## src/rtl/ctrl_pila.sv

```systemverilog
// rtl/ctrl_pila.sv - return-address stack sequencer for call/ret/iret/irq
module ctrl_pila #(
  parameter int             AW      = 10,
  parameter int             DEPTH   = 64,
  parameter int             DW      = 7,
  parameter logic [AW-1:0]  IRQ_VEC = AW'(1000)
) (
  input  logic          clk,
  input  logic          reset,
  input  logic [AW-1:0] pc,
  input  logic          call,
  input  logic          ret,
  input  logic          iret,
  input  logic          irq,
  input  logic          irq_en,
  input  logic          clr_err,
  output logic [AW-1:0] ret_addr,
  output logic [1:0]    pc_sel,
  output logic          stall,
  output logic          irq_ack,
  output logic          in_isr,
  output logic [DW-1:0] depth,
  output logic          full,
  output logic          empty,
  output logic [1:0]    err_code
);

  localparam int AI = $clog2(DEPTH);

  localparam logic [1:0] SEL_CORE = 2'd0;
  localparam logic [1:0] SEL_RET  = 2'd1;
  localparam logic [1:0] SEL_IRQ  = 2'd2;
  localparam logic [1:0] SEL_HOLD = 2'd3;

  localparam logic [1:0] E_OVF  = 2'd1;
  localparam logic [1:0] E_UNF  = 2'd2;
  localparam logic [1:0] E_IRET = 2'd3;

  typedef enum logic [1:0] {S_RUN, S_ISR, S_ERR} state_t;

  state_t        state, state_n;
  logic [AW-1:0] mem [DEPTH];
  logic [AI-1:0] top_idx;
  logic          push, pop;
  logic [AW-1:0] push_val;
  logic [1:0]    err_n;

  // Index wraps so depth==DEPTH maps to the last slot.
  assign top_idx  = depth[AI-1:0] - AI'(1);
  assign full     = (depth == DW'(DEPTH));
  assign empty    = (depth == '0);
  assign ret_addr = empty ? '0 : mem[top_idx];
  assign in_isr   = (state == S_ISR);

  // Requests are resolved in priority order; the failing op never touches the stack.
  always_comb begin
    push     = 1'b0;
    pop      = 1'b0;
    push_val = pc;
    pc_sel   = SEL_CORE;
    irq_ack  = 1'b0;
    stall    = 1'b0;
    state_n  = state;
    err_n    = err_code;
    case (state)
      S_ERR: begin
        stall  = 1'b1;
        pc_sel = SEL_HOLD;
        if (clr_err) begin
          state_n = S_RUN;
          err_n   = 2'd0;
        end
      end
      default: begin
        if (state == S_RUN && irq && irq_en) begin
          if (!full) begin
            push    = 1'b1;
            pc_sel  = SEL_IRQ;
            irq_ack = 1'b1;
            state_n = S_ISR;
          end else begin
            state_n = S_ERR;
            err_n   = E_OVF;
          end
        end else if (iret) begin
          if (state == S_RUN) begin
            state_n = S_ERR;
            err_n   = E_IRET;
          end else if (empty) begin
            state_n = S_ERR;
            err_n   = E_UNF;
          end else begin
            pop     = 1'b1;
            pc_sel  = SEL_RET;
            state_n = S_RUN;
          end
        end else if (ret) begin
          if (empty) begin
            state_n = S_ERR;
            err_n   = E_UNF;
          end else begin
            pop    = 1'b1;
            pc_sel = SEL_RET;
          end
        end else if (call) begin
          if (!full) begin
            push     = 1'b1;
            push_val = pc + AW'(1);
          end else begin
            state_n = S_ERR;
            err_n   = E_OVF;
          end
        end
      end
    endcase
  end

  always_ff @(posedge clk or posedge reset) begin
    if (reset) begin
      state    <= S_RUN;
      depth    <= '0;
      err_code <= 2'd0;
    end else begin
      state    <= state_n;
      err_code <= err_n;
      if (push)
        depth <= depth + DW'(1);
      else if (pop)
        depth <= depth - DW'(1);
    end
  end

  always_ff @(posedge clk) begin
    if (push)
      mem[depth[AI-1:0]] <= push_val;
  end

endmodule
```

## config.mk

```make
export PLATFORM = sky130hd
export DESIGN_NAME = ctrl_pila
export DESIGN_NICKNAME = d
export VERILOG_FILES = /design/src/rtl/ctrl_pila.sv
export SDC_FILE = /design/constraint.sdc
export NUM_CORES = 1
export LEC_CHECK = 0
export BUFFER_PORTS_ARGS = -buffer_cell sky130_fd_sc_hd__buf_2
export CORE_MARGIN = 2
export CORE_UTILIZATION = 30
export DETAILED_ROUTE_END_ITERATION = 7
export GPL_ROUTABILITY_DRIVEN = 0
export SLEW_MARGIN = 10
export SYNTH_ARGS = -nofsm -noshare
export SYNTH_HDL_FRONTEND = slang
export SYNTH_SLANG_ARGS = --single-unit
```

## constraint.sdc

```tcl
create_clock -name clk -period 5.8 [get_ports clk]
set_input_delay 0.87 -clock clk [delete_from_list [all_inputs] [get_ports clk]]
set_output_delay 0.87 -clock clk [all_outputs]
set_load 0.01 [all_outputs]
```

==> flow_metrics.py, run 1 <==
metrics = {
    "sta": {
        "setup-violations-final": 0,
        "finClkSkew_ps": 14.4,
        "rsz0062_at_grt": "no",
        "hold_viol": 0,
        "report.final.slew_viol_count": 0,
        "max_freq_mhz": 205,
        "fin_setup_tns_ps": 0,
        "worst_pin_slew_ps": 1220,
        "period_needed_ps": 4890,
        "slew_headroom": 0.181,
        "period_share": 0.842,
    },
    "clock_tree": {
        "clk_pin_slew_worst_paths_ps": 60,
        "cts-resized-gates": 0,
        "numCtsBuffers": 68,
        "clockBufferDepth": 3,
        "clkSinkCount": 651,
        "post_cts_buffers": 0,
        "cts_hold_buf": 0,
        "cts_root_buf": "clkbuf_16",
        "cts_tree": "done",
        "htreeDepth": 3,
        "clkLatencyLatePin_ps": 590,
    },
    "worst_setup_path": {
        "path_cells": "inv_1, ha_4, buf_12, mux4_2, mux4_2, o22ai_1, a31oi_1, buf_2",
        "critPathTopFamily": "multiplexers",
        "path_buf_inv": 3,
        "worstSetupPathType": "reg2out",
        "required_ps": 4930,
        "critPathMostFrequentCell": "mux4_2",
        "end_kind": "output pin",
        "crit_fanout": 52,
        "max_stage_delay_ps": 690,
        "crit_slowest_cell": "ha_4",
        "cp.arrival_ps": 4020,
        "start_kind": "flip-flop",
    },
    "routing": {
        "drc": 0,
        "routed_wl_um": 59700,
        "routed.top_layer": "met4",
        "ant_nets": 0,
        "vias": 12600,
        "dr_wl_met3_um": 3650,
        "drt_iter0_drc": 1227,
        "drtPass1Iterations": 5,
        "wl_met2_um": 29900,
        "wl_per_cell_um": 23.3,
        "met1Wirelength_um": 25100,
        "vias_per_cell": 4.93,
    },
    "pwr": {
        "swShare": 0.333,
        "power_switching_mw": 5.19,
        "clkPwrFrac": 0.270,
        "ir_drop_mv": 0.461,
        "pwr-share-comb": 0.379,
        "pwr_density_cell_nw_per_um2": 517,
        "pwr-share-seq": 0.351,
        "total_leakage_power_nw": 9.60,
        "power.internal_mw": 10.4,
    },
    "global_route": {
        "antenna_found_initial": 1,
        "grt.total_usage": 0.135,
        "grt_pass1_vias": 13100,
        "grt_pass1_wl_um": 89000,
        "grt_max_degree": 87,
        "grt.overflow.total": 0,
    },
    "yosys": {
        "ys_ff_latch": 651,
        "ys_types": 60,
        "ys_top_cells_by_area": "edfxtp_1, mux4_2, mux2i_1",
        "synth_edf_count": 640,
        "synth_area_um2": 26100,
        "ys_warn_count": 0,
        "synth.most_common_cell": "edfxtp_1",
        "ys.flop_type": "edfxtp_1",
        "async_flop_share": 0.0169,
        "netlist.top_cell.by_area": "edfxtp_1",
        "yosys.area.top_type_share": 0.736,
        "seq_area_frac_synth": 0.746,
        "synthesis.nets": 1262,
        "synth_common_cells": "edfxtp_1, mux4_2, nor2_1",
        "synthCells": 1236,
        "syn_area_per_cell_um2": 21.1,
    },
    "finish": {
        "final_util": 0.349,
        "nets": 1381,
        "drive_gt1_frac": 0.277,
        "syn_to_final_growth_pct": 15.6,
    },
    "die": {
        "core-area_um2": 86500,
        "die_h_um": 299,
        "ios": 44,
        "rows": 108,
        "die_area_um2": 89400,
        "start_util": 0.302,
        "die_w_um": 299,
    },
    "placement": {
        "hpwl_um": 35500,
        "io_buffers": 43,
    },
    "flow_run": {
        "drv_cap": 0,
    },
    "status": {
        "run_status": "complete, no violations",
    },
    "min_path": {
        "hold_class": "in2async",
    },
}
## per-stage QoR
| step | power [mW] | std cells | setup WS, ps | area [um2] | hold WS [ps] |
|---|---|---|---|---|---|
| after floorplan | 9.71 | 1236 | 1060 | 26100 | 552 |
| after CTS | 15.8 | 2559 | 873 | 30200 | 271 |
| after global placement | 11.6 | 2440 | 1530 | 28000 | 514 |
| after global routing | 16.3 | 2559 | 768 | 30200 | 308 |
| after detailed placement | 11.6 | 2440 | 1520 | 28000 | 532 |
| final | 15.6 | 2560 | 914 | 30200 | 282 |
## sequential cells by signal, summed over array words and instances, names as in the netlist
register / count
mem: 640
depth: 7
err_code: 2
state: 2
## cell usage in the layout (no fill, tap or decap), types with 6 or more instances in the layout
cell type,count
dfrtp_1,10
xnor2_2,9
mux2_1,9
mux2i_1,58
clkbuf_1,16
a21oi_1,10
nand2_1,53
buf_4,59
nand3_1,14
a21o_1,12
edfxtp_1,640
a41oi_1,9
mux4_2,168
inv_1,12
buf_2,43
nor2_1,83
o22ai_1,11
bufinv_16,7
ha_1,6
clkinv_1,14
o21ai_0,8
clkbuf_16,69
clkinv_2,7
## layout make-up
class / count / area, um2
antenna: 1 / 2.50
clock buffer: 85 / 1790
clock inverter: 34 / 347
fill: 8036 / 56300
inverter: 13 / 48.8
multi-input combinational: 514 / 6300
sequential: 651 / 19500
tap: 1155 / 1450
timing repair buffer: 107 / 758
## path summary, 6_finish.rpt
check                                   startpoint                      end  slack, ps  cells after the start
setup / recovery              depth[1]$_DFFE_PP0P_              ret_addr[8]        910                      8
hold / removal                               reset  err_code[0]$_DFFE_PP0P_        280                      2
setup reg to reg              depth[3]$_DFFE_PP0P_      mem[5][3]$_DFFE_PP_       1790                      7
hold reg to reg            err_code[1]$_DFFE_PP0P_  err_code[1]$_DFFE_PP0P_        550                      2
min in group clk           err_code[1]$_DFFE_PP0P_  err_code[1]$_DFFE_PP0P_        550                      2
max in group asynchronous                    reset     depth[0]$_DFFE_PP0P_       5160                      2
## logic make-up after synthesis
family,count (synthesis),synth area share
mux,240,0.175
xor+xnor,18,0.00719
buf+inv,71,0.0173
compound gates,67,0.0183
fa+ha+maj,8,0.00412
flops,651,0.746
simple gates,181,0.0314
## power by group through the flow
stage | Combinational [mW] | Clock, mW | Sequential (mW)
2_1_floorplan | 4.22 | 0 | 5.49
3_3_place_gp | 5.99 | 0 | 5.57
3_5_place_dp | 6.01 | 0 | 5.57
4_1_cts | 6.02 | 4.30 | 5.47
5_1_grt | 6.29 | 4.48 | 5.49
6_report | 5.91 | 4.22 | 5.48
## routing by layer
metal	GRT usage	vias to the layer above
met4	0.0379	0
li1	-	5374
met2	0.223	409
met5	0	-
met3	0.0248	74
met1	0.181	6773
Note: power is estimated with default switching activity, not from simulation.
==> run 2: changes to the inputs <==
ABC_AREA = 1   (was unset)
clock period = 4.65 ns   (was 5.8 ns; I/O delays follow)
==> flow_metrics.py, run 2 <==
metrics = {
    "sta": {
        "period_share": 0.890,
        "max_freq_mhz": 242,
        "setup-violations-final": 0,
        "fin_setup_tns_ps": 0,
        "hold_viol": 0,
        "slew_headroom": 0.296,
        "worst_pin_slew_ps": 1060,
        "period_needed_ps": 4140,
        "finClkSkew_ps": 26.1,
        "report.final.slew_viol_count": 0,
        "rsz0062_at_grt": "no",
    },
    "worst_setup_path": {
        "timing.rr.end": "mem[50][4]$_DFFE_PP_",
        "worstSetupPathType": "reg2out",
        "critPathMostFrequentCell": "nand3_1",
        "end_kind": "output pin",
        "path_buf_inv": 3,
        "path_cells": "buf_4, nand2_1, nand2_4, buf_12, nand3_1, nand3_1, nand3_1, nand2_1, nor2_1, nor2_1, buf_2",
        "crit_fanout": 51,
        "crit_cells": 11,
        "crit_path_start": "depth[2]$_DFFE_PP0P_",
        "crit_slowest_cell": "dfrtp_1",
        "critPathTopFamily": "simple AND/OR/NAND/NOR gates",
        "reg2reg_from": "depth[0]$_DFFE_PP0P_",
        "r2r_cells": 11,
        "cp.arrival_ps": 3440,
        "max_stage_delay_ps": 530,
        "critPathCapture": "ret_addr[4]",
        "start_kind": "flip-flop",
        "required_ps": 3950,
        "reg2reg_slack_ps": 1350,
    },
    "finish": {
        "syn_to_final_growth_pct": 16.0,
        "final-seq-area_um2": 19500,
        "largest_reg_flops": 640,
        "multiInputGateArea_um2": 6940,
        "nets": 2446,
        "fin_cells": 3646,
        "layout_common_cells": "nand2_1, edfxtp_1, nand3_1",
        "diodes": 0,
        "drive_gt1_frac": 0.112,
        "nFillCells": 8804,
        "mostFrequentLayoutCell": "nand2_1",
    },
    "clock_tree": {
        "clkSinkCount": 651,
        "htreeDepth": 3,
        "clkLatencyLatePin_ps": 610,
        "cts_tree": "done",
        "clockBufferDepth": 3,
        "clk_pin_slew_worst_paths_ps": 60,
        "cts_hold_buf": 0,
        "cts_root_buf": "clkbuf_16",
        "cts-resized-gates": 0,
        "numCtsBuffers": 70,
        "post_cts_buffers": 0,
    },
    "yosys": {
        "ys.flop_type": "edfxtp_1",
        "synth_common_cells": "nand2_1, edfxtp_1, nand3_1",
        "synthesis.nets": 2374,
        "synth_edf_count": 640,
        "netlist.top_cell.by_area": "edfxtp_1",
        "ys_warn_count": 0,
        "ys_types": 34,
        "syn_area_per_cell_um2": 11.5,
        "synth_area_um2": 27100,
        "synth.most_common_cell": "nand2_1",
        "ys_top_cells_by_area": "edfxtp_1, nand3_1, nand2_1",
        "synthCells": 2348,
        "seq_area_frac_synth": 0.719,
        "yosys.area.top_type_share": 0.709,
        "async_flop_share": 0.0169,
        "ys_ff_latch": 651,
    },
    "routing": {
        "drc": 0,
        "drt_iter0_drc": 1995,
        "routed_wl_um": 71200,
        "vias": 17900,
        "vias_per_cell": 4.92,
        "drtPass1Iterations": 5,
        "ant_nets": 0,
        "wl_per_cell_um": 19.5,
    },
    "die": {
        "rows": 110,
        "core-area_um2": 89700,
        "die_area_um2": 92700,
        "start_util": 0.302,
        "die_w_um": 305,
        "ios": 44,
        "die_h_um": 305,
    },
    "placement": {
        "dp_cells": 3524,
        "io_buffers": 43,
        "hpwl_um": 40200,
    },
    "global_route": {
        "grt_pass1_wl_um": 108000,
        "grt_pass1_vias": 17100,
        "antenna_found_initial": 1,
        "grt.overflow.total": 0,
        "grt.total_usage": 0.152,
        "grt_max_degree": 207,
    },
    "pwr": {
        "ir_drop_mv": 0.856,
        "pwr_density_cell_nw_per_um2": 693,
        "total_leakage_power_nw": 11.2,
        "report.power.total_mw": 21.8,
    },
    "min_path": {
        "hold_class": "in2async",
    },
    "flow_run": {
        "drv_cap": 0,
    },
    "status": {
        "run_status": "complete, no violations",
    },
}
[run 2: layout make-up]
type / instances / share of cell area
clock inverter: 40 / 0.0134
sequential: 651 / 0.620
clock buffer: 82 / 0.0592
timing repair buffer: 139 / 0.0346
inverter: 37 / 0.00498
tap: 1176 / 0.0468
multi-input combinational: 1521 / 0.221
[run 2: per-stage QoR]
stage	setup slack (ps)	utilization	area, um2	hold slack (ps)
after global routing	278	0.350	31400	145
after CTS	478	0.350	31400	110
after floorplan	367	-	27100	464
after global placement	1170	0.325	29100	495
final	509	0.350	31400	119
after detailed placement	1160	0.325	29100	490
[run 2: worst register-to-register path, stage by stage, from the launching register on]
cell and delay [ps]:
dfrtp_4 490, inv_8 60, ha_4 170, nand2_2 100, nor2_1 80, nand3_1 200, nand2_1 150, nor2_4 250
inv_2 130, nand2_8 160, nand4_4 330, nor2_1 770
[run 2: logic make-up after synthesis]
kind of cell	Yosys count	share of synthesized area
simple gates	1480	0.241
flops	651	0.719
buf+inv	176	0.0279
compound gates	21	0.00411
xor+xnor	12	0.00388
fa+ha+maj	8	0.00397
[run 2: worst min-delay path by stage]
stage,end,slack (ps),cells after the start
2_1_floorplan,state[0]$_DFFE_PP0P_,460,2
3_3_place_gp,err_code[0]$_DFFE_PP0P_,500,2
3_5_place_dp,err_code[0]$_DFFE_PP0P_,490,2
4_1_cts,err_code[0]$_DFFE_PP0P_,110,2
5_1_grt,err_code[0]$_DFFE_PP0P_,140,2
6_report,err_code[0]$_DFFE_PP0P_,120,2
[run 2: power by group]
| group | internal, mW | total (mW) | switching (mW) | leakage, nW |
|---|---|---|---|---|
| Sequential | 6.63 | 6.71 | 0.0831 | 5.89 |
| Combinational | 2.65 | 9.49 | 6.84 | 4.17 |
| Clock | 3.35 | 5.59 | 2.23 | 1.11 |
[run 2: metal layers]
| metal | share of wire | GRT usage |
|---|---|---|
| met2 | 0.45 | 0.228 |
| met5 | 0 | 0 |
| met3 | 0.079 | 0.0280 |
| met4 | 0.021 | 0.0449 |
| met1 | 0.45 | 0.223 |
